<file path="src/rtl/c_bus_writer_pkg.sv">
// c_bus_writer_pkg: shared processor constants (bus select codes, widths, inc_ctrl bit indices)
package c_bus_writer_pkg;
  localparam int DW = 16;
  localparam int BW = 8;
  localparam int NDEST = 9;
  localparam logic [3:0] SEL_MDR = 4'd1;
  localparam logic [3:0] SEL_PC  = 4'd2;
  localparam logic [3:0] SEL_MAR = 4'd3;
  localparam logic [3:0] SEL_L   = 4'd4;
  localparam logic [3:0] SEL_C1  = 4'd5;
  localparam logic [3:0] SEL_C2  = 4'd6;
  localparam logic [3:0] SEL_C3  = 4'd7;
  localparam logic [3:0] SEL_T   = 4'd8;
  localparam logic [3:0] SEL_E   = 4'd9;
  localparam int W_MDR = 0;
  localparam int W_PC  = 1;
  localparam int W_MAR = 2;
  localparam int W_L   = 3;
  localparam int W_C1  = 4;
  localparam int W_C2  = 5;
  localparam int W_C3  = 6;
  localparam int W_T   = 7;
  localparam int W_E   = 8;
  localparam int INC_PC = 0;
  localparam int INC_C1 = 1;
  localparam int INC_C2 = 2;
  localparam int INC_C3 = 3;
endpackage

</file>
<file path="src/rtl/dest_decoder.sv">
// dest_decoder: C-bus select code to one-hot write enable; bit index is code - SEL_MDR
module dest_decoder
  import c_bus_writer_pkg::*;
(
  input  logic [3:0]       code,
  output logic [NDEST-1:0] we
);
  always_comb we = (code >= SEL_MDR && code <= SEL_E) ? NDEST'(1) << (code - SEL_MDR) : '0;
endmodule

</file>
<file path="src/rtl/c_bus_writer.sv">
// c_bus_writer: C-bus write-back register file; counter increments enabled by macro C_BUS_INC_EN
module c_bus_writer
  import c_bus_writer_pkg::*;
(
  input  logic          clk,
  input  logic          rst_n,
  input  logic [DW-1:0] C_Bus,
  input  logic [3:0]    C_Bus_ctrl,
  input  logic [3:0]    inc_ctrl,
  output logic [DW-1:0] L,
  output logic [DW-1:0] C1,
  output logic [DW-1:0] C2,
  output logic [DW-1:0] C3,
  output logic [DW-1:0] T,
  output logic [DW-1:0] E,
  output logic [BW-1:0] PC,
  output logic [BW-1:0] MDR,
  output logic [BW-1:0] MAR,
  output logic          Z,
  output logic          wr_valid
);
  logic [NDEST-1:0] we;
  logic [3:0] inc;
  logic is_byte, z_next;
  dest_decoder u_dec (.code(C_Bus_ctrl), .we(we));
`ifdef C_BUS_INC_EN
  assign inc = inc_ctrl;
`else
  logic unused_inc;
  assign unused_inc = ^inc_ctrl;
  assign inc = '0;
`endif
  // Z reflects the value actually stored, so byte destinations test only the low byte
  assign is_byte = we[W_MDR] | we[W_PC] | we[W_MAR];
  assign z_next = is_byte ? C_Bus[BW-1:0] == '0 : C_Bus == '0;
  always_ff @(posedge clk or negedge rst_n) begin
    if (!rst_n) begin
      {L, C1, C2, C3, T, E} <= '0;
      {PC, MDR, MAR} <= '0;
      Z <= 1'b0;
      wr_valid <= 1'b0;
    end else begin
      if (we[W_MDR]) MDR <= C_Bus[BW-1:0];
      if (we[W_MAR]) MAR <= C_Bus[BW-1:0];
      if (we[W_L]) L <= C_Bus;
      if (we[W_T]) T <= C_Bus;
      if (we[W_E]) E <= C_Bus;
      if (we[W_PC]) PC <= C_Bus[BW-1:0];
      else if (inc[INC_PC]) PC <= PC + 8'd1;
      if (we[W_C1]) C1 <= C_Bus;
      else if (inc[INC_C1]) C1 <= C1 + 16'd1;
      if (we[W_C2]) C2 <= C_Bus;
      else if (inc[INC_C2]) C2 <= C2 + 16'd1;
      if (we[W_C3]) C3 <= C_Bus;
      else if (inc[INC_C3]) C3 <= C3 + 16'd1;
      if (|we) Z <= z_next;
      wr_valid <= |we;
    end
  end
endmodule

</file>
<file path="config.mk">
export PLATFORM = sky130hd
export DESIGN_NAME = c_bus_writer
export DESIGN_NICKNAME = d
export VERILOG_FILES = /design/src/rtl/c_bus_writer_pkg.sv /design/src/rtl/dest_decoder.sv /design/src/rtl/c_bus_writer.sv
export SDC_FILE = /design/constraint.sdc
export NUM_CORES = 1
export LEC_CHECK = 0
export ABC_AREA = 1
export BUFFER_PORTS_ARGS = -buffer_cell sky130_fd_sc_hd__buf_2
export CORE_ASPECT_RATIO = 2
export CORE_MARGIN = 8
export CORE_UTILIZATION = 39
export CTS_CLUSTER_DIAMETER = 60
export CTS_CLUSTER_SIZE = 16
export DETAILED_ROUTE_END_ITERATION = 8
export GPL_TIMING_DRIVEN = 0
export PLACE_DENSITY_LB_ADDON = 0.1
export SYNTH_ARGS = -nofsm -noshare
export SYNTH_HDL_FRONTEND = slang
export SYNTH_SLANG_ARGS = --single-unit
</file>
<file path="constraint.sdc">
create_clock -name clk -period 0.9 [get_ports clk]
set_clock_uncertainty 0.05 [all_clocks]
set_input_delay 0 -clock clk [delete_from_list [all_inputs] [get_ports clk]]
set_output_delay 0 -clock clk [all_outputs]
set_load 0.1 [all_outputs]
</file>
Word-level counts from Yosys, hierarchy flattened
Index checks and enable logic that the tools add are counted.
- add/sub/neg operators: 1
- magnitude comparators: 2
- shift-type cells: 1
- muxes and demuxes: 2
- bitwise operators: 2
- reduce and logical (&&, ||, !) cells: 4
- operator list (kind ; count):
    16-bit logical NOT ; 1
    9-bit two-way mux ; 1
    9-bit OR reduction ; 1
    1-bit by 4-bit left shift with 9-bit output (first input constant) ; 1
    8-bit logical NOT ; 1
    4-bit by 1-bit greater-or-equal comparator with 1-bit output (second input constant) ; 1
    4-bit less-or-equal comparator (second input constant) ; 1
    4-bit by 1-bit subtractor with 4-bit output (second input constant) ; 1
    1-bit bitwise OR ; 2
    1-bit logical AND ; 1
    1-bit two-way mux ; 1
- flip-flop bits (word level): 122
- input bits: 26
- word-level logic and storage cells: 23

Longest topological paths before layout
- word-level depth: 6
- depth in mapped cells: 9
- mapped depth without buffers: 9

Cells and area by module
Synthesis repeated with hierarchy kept, for this count alone.
- cells, all modules: 354
- area, all modules: 4693.3 µm²
- by module, submodules not included (module ; instances ; cells an instance ; area an instance (µm²) ; sequential area each (µm²)):
    c_bus_writer ; 1 ; 323 ; 4528.1 ; 3052.9
    dest_decoder ; 1 ; 31 ; 165.2 ; 0.0

Least setup slack after synthesis
OpenSTA, ideal clock, no wires.
- path kind: register -> register
- start: reg, netlist name E[10]
- end: reg E[10]
- data arrival time: 1.152 ns
- data required time: 0.776 ns
- path slack: -0.376 ns
- cell stages (with the launch flop): 3
- period minus slack after synthesis: 1.276 ns
- cell sequence: dfrtp_1 > nor2_1 > a21oi_2
- RTL lines (element ; RTL line ; text):
    to (signal assigned) ; c_bus_writer.sv:47 ; if (we[W_E]) E <= C_Bus;
    to (decl) ; c_bus_writer.sv:15 ; output logic [DW-1:0] E,

Final worst setup path
- start: in C_Bus_ctrl[0]
- end: reg C3[8]
- word-level cells in the longest chain between the ends: 3
- ends and longest elaborated chain (element ; RTL line ; text):
    from (decl) ; c_bus_writer.sv:8 ; input logic [3:0] C_Bus_ctrl,
    4-bit by 1-bit subtractor with 4-bit output, or another cell as far along ; dest_decoder.sv:8 ; always_comb we = (code >= SEL_MDR && code <= SEL_E) ? NDEST'(1) << (code - SEL_MDR) : '0;
    1-bit by 4-bit left shift with 9-bit output or 1-bit logical AND (tied branches) ; dest_decoder.sv:8 ;
    9-bit two-way mux * ; dest_decoder.sv:8 ;
    to (signal assigned) ; c_bus_writer.sv:54 ; if (we[W_C3]) C3 <= C_Bus;
    to (signal assigned) ; c_bus_writer.sv:55 ; else if (inc[INC_C3]) C3 <= C3 + 16'd1;
    to (decl) ; c_bus_writer.sv:13 ; output logic [DW-1:0] C3,
Mark *: on every way between the ends. The rest lies on a longest branch, timed or not.
A chain may end at the register's enable or synchronous reset.

==> flow_summary.yaml <==
outcome:
  status: "finished, violations left"
  failed_checks: "hold timing, setup timing"
pwr:
  intPower_w: 0.01810
  p_total_w: 0.03419
  vdd_drop_max_mv: 2.664
  p_sw_w: 0.01609
  leakage_nw: 4.169
  power_frac_seq_pct: 25.8
  comb_power_share_pct: 53.4
  switching_share_pct: 47.06
  power-per-cell-area_nw_per_um2: 3611
  power_frac_clock_pct: 20.8
critical_path:
  start_kind: "primary input"
  crit_buf_inv: 6
  rr_startpoint: "E[11]$_DFFE_PN0P_"
  critical-path-top-delay-family: "buffers and inverters"
  arrival_ns: 1.37
  path_max_fanout: 7
  cpMostUsedCell: "buf_6"
  crit_chain: "buf_8 -> nor2_4 -> ha_4 -> buf_6 -> buf_6 -> inv_4 -> nand4_1 -> buf_6 -> clkbuf_16 -> nand2_4 -> o21ai_1"
  crit_type: "primary input to flop"
  r2r_setup_slack_ns: -0.01
  critical_path_depth: 11
  r2r_end: "E[11]$_DFFE_PN0P_"
  critPathRequiredTime_ns: 1.11
  ff2ff_path_depth: 3
  cp-end-kind: "flop"
  slowest_stage: "ha_4"
  max_stage_delay_ns: 0.23
drt:
  drt_iter0_drc: 252
  viasPerCell: 5.248
  via_count: 4335
  wl_met3_um: 1115
  route.met2.wl_um: 10570
  highest_layer: "met4"
  final_antenna_net_count: 0
  wire_per_inst_um: 23.00
  drt-total-wl_um: 19000
  wl_met1_um: 6707
  drc_errors: 0
  dr.pass1.iters: 4
sta:
  tightest_slew_ns: 0.7406
  period_minus_slack_ns: 1.154
  fin_ws_ns: -0.2544
  finalHoldViolations: 6
  rsz0062_at_grt: "yes"
  setup_viol: 187
  max_slew_margin_pct: 50.57
  fin_crit_sh_pct: 128.3
  final_max_slew_viol_count: 0
  max_freq_mhz: 866.2
  holdWs_ns: -0.08184
  tns_ns: -30.46
global_route:
  grt_pass1_wl_um: 25920
  grt_max_degree: 90
  grt_overflow: 0
  grt_pass1_vias: 4384
  grt_usage_pct: 22.20
  antenna_found_initial: 0
clocking:
  htreeDepth: 4
  clock-sinks: 122
  insertion_delay_ns: 0.41
  cts.path.max_buffers: 2
  cts_tree: "built"
  cts_hold_buf: 11
  cts_root_buf: "clkbuf_16"
  clkTransAtPathRegs_ns: 0.06
  cts-buffers-inserted: 17
synthesis:
  avgSynthCellArea_um2: 10.29
  yosys.area.top_type: "dfrtp_1"
  ys_seq_elements: 122
  netlist_area_um2: 4571
  synth_top_area_share_pct: 66.79
  yosysWarnings: 0
  syn-instance-count: 444
  synth_seq_area_share_pct: 66.79
  synth_cell_types: 22
  synthTopCellsByArea: "dfrtp_1 (67%), o21ai_0 (10%), nand2_1 (9.1%), nor2_1 (2.0%), inv_1 (1.7%)"
  syn-num-nets: 472
floorplanning:
  rows: 56
  dieArea_um2: 15650
  core_area_um2: 11560
  die_x_um: 92.55
  io_pins: 148
  initial_core_util_pct: 39.53
  die_h_um: 169.1
flow_run:
  cap_violations: 0
layout:
  drive_gt1_share_pct: 69.16
  multi_input_area_um2: 1767
  fin_nets: 696
  stdcell_count: 826
  syn_to_final_growth_pct: 107.1
  seqCellArea_um2: 3286
  insertedDiodeCount: 0
  nFillCells: 613
place:
  io_buffers: 143
  place_ws_ns: -0.8166
  dp_hpwl_um: 9900
  dp_cells: 733
  gp_congestion: 0.7856
hold_path:
  hold_path_class: "primary input to flop"
  min-delay-start: "C_Bus[5]"
  holdPathStages: 6
  whs_endpoint: "Z$_DFFE_PN0P_"
[metal layers]
metal | up-vias | GRT usage [%]
met3 | 35 | 7.143
met4 | 0 | 7.980
met5 | - | 0
met1 | 2213 | 24.78
met2 | 163 | 38.36
li1 | 1924 | -
[flip-flops by register name, indices dropped and copies added (netlist names), 8 cells and up]
signal	cells
C1	16
C2	16
C3	16
E	16
L	16
T	16
MAR	8
MDR	8
PC	8
[worst max path at each step]
stage	startpoint	endpoint	slack, ns
after detailed placement	C_Bus_ctrl[0]	C3[9]$_DFFE_PN0P_	-0.82
after global placement	rst_n	T[11]$_DFFE_PN0P_	-2.25
after CTS	T[8]$_DFFE_PN0P_	T[8]	-0.24
after floorplan	C_Bus_ctrl[0]	C3[8]$_DFFE_PN0P_	-0.32
final	C_Bus_ctrl[0]	C3[8]$_DFFE_PN0P_	-0.25
after global routing	C_Bus_ctrl[0]	Z$_DFFE_PN0P_	-0.27
[Yosys cell counts]
library cell,n
nor2_4,2
nor4_1,2
clkbuf_1,2
buf_4,1
a21oi_2,4
nor3_1,1
o21ai_1,13
clkbuf_2,2
nand2_4,2
dfrtp_1,122
ha_1,2
a21oi_1,12
nand3_2,4
nand4_1,7
o21ai_0,93
buf_2,14
nand2_1,111
nor2_1,24
nand3_1,1
inv_1,21
nand2_2,2
buf_6,2
[what timing repair did]
action / 4_1_cts / 5_1_grt
endpoints found under the setup margin: 212 / 288
cloned: 3 / 7
hold endpoints to repair: 166 / 1
setup buffers: 24 / 22
pin swaps: 18 / 11
gates resized for setup: 460 / 182
[layout by cell type, fill, tap and decap left out, types with 19 or more instances in the layout]
cell / instances
buf_12: 122
buf_4: 29
buf_6: 27
clkbuf_16: 22
dfrtp_2: 90
dfrtp_4: 32
inv_1: 19
nand2_1: 74
nand2_2: 19
nand2_4: 22
o21ai_1: 82
o21ai_2: 23
[logic make-up after synthesis]
| kind of cell | count (synthesis) | share of synthesized area (%) |
|---|---|---|
| simple gates | 156 | 14.67 |
| compound gates | 122 | 13.69 |
| flops | 122 | 66.79 |
| buf+inv | 42 | 4.298 |
| fa+ha+maj | 2 | 0.5474 |
[worst reg2reg max path: stages, from the launching register on]
cell,delay (ns)
dfrtp_2,0.43
buf_4,0.15
nor2_4,0.12
a21oi_4,0.04
[power groups by stage]
stage	Clock, W	Combinational [W]	Sequential [W]
floorplan	0	0.00132	0.0175
finish	0.00712	0.0182	0.00883
global route	0.00743	0.0187	0.00896
detailed placement	0	0.0130	0.00794
global placement	0	0.0129	0.00792
CTS	0.00714	0.0166	0.00852
[per-stage QoR]
| step | util [%] | cell area, um^2 |
|---|---|---|
| floorplan | - | 4970 |
| global placement | 50.75 | 5867 |
| detailed placement | 51.04 | 5901 |
| CTS | 74.15 | 8572 |
| global route | 81.89 | 9468 |
| finish | 81.89 | 9468 |
[area by class of cell]
cell class / instances / share of cell area (%)
Inverter: 21 / 0.9119
Timing Repair Buffer: 205 / 34.41
Buffer: 21 / 2.960
Sequential cell: 122 / 34.70
Clock buffer: 19 / 4.572
Clock inverter: 13 / 1.863
Tap cell: 145 / 1.916
Multi-Input combinational cell: 280 / 18.66
Power figures use the tool's default switching activity.
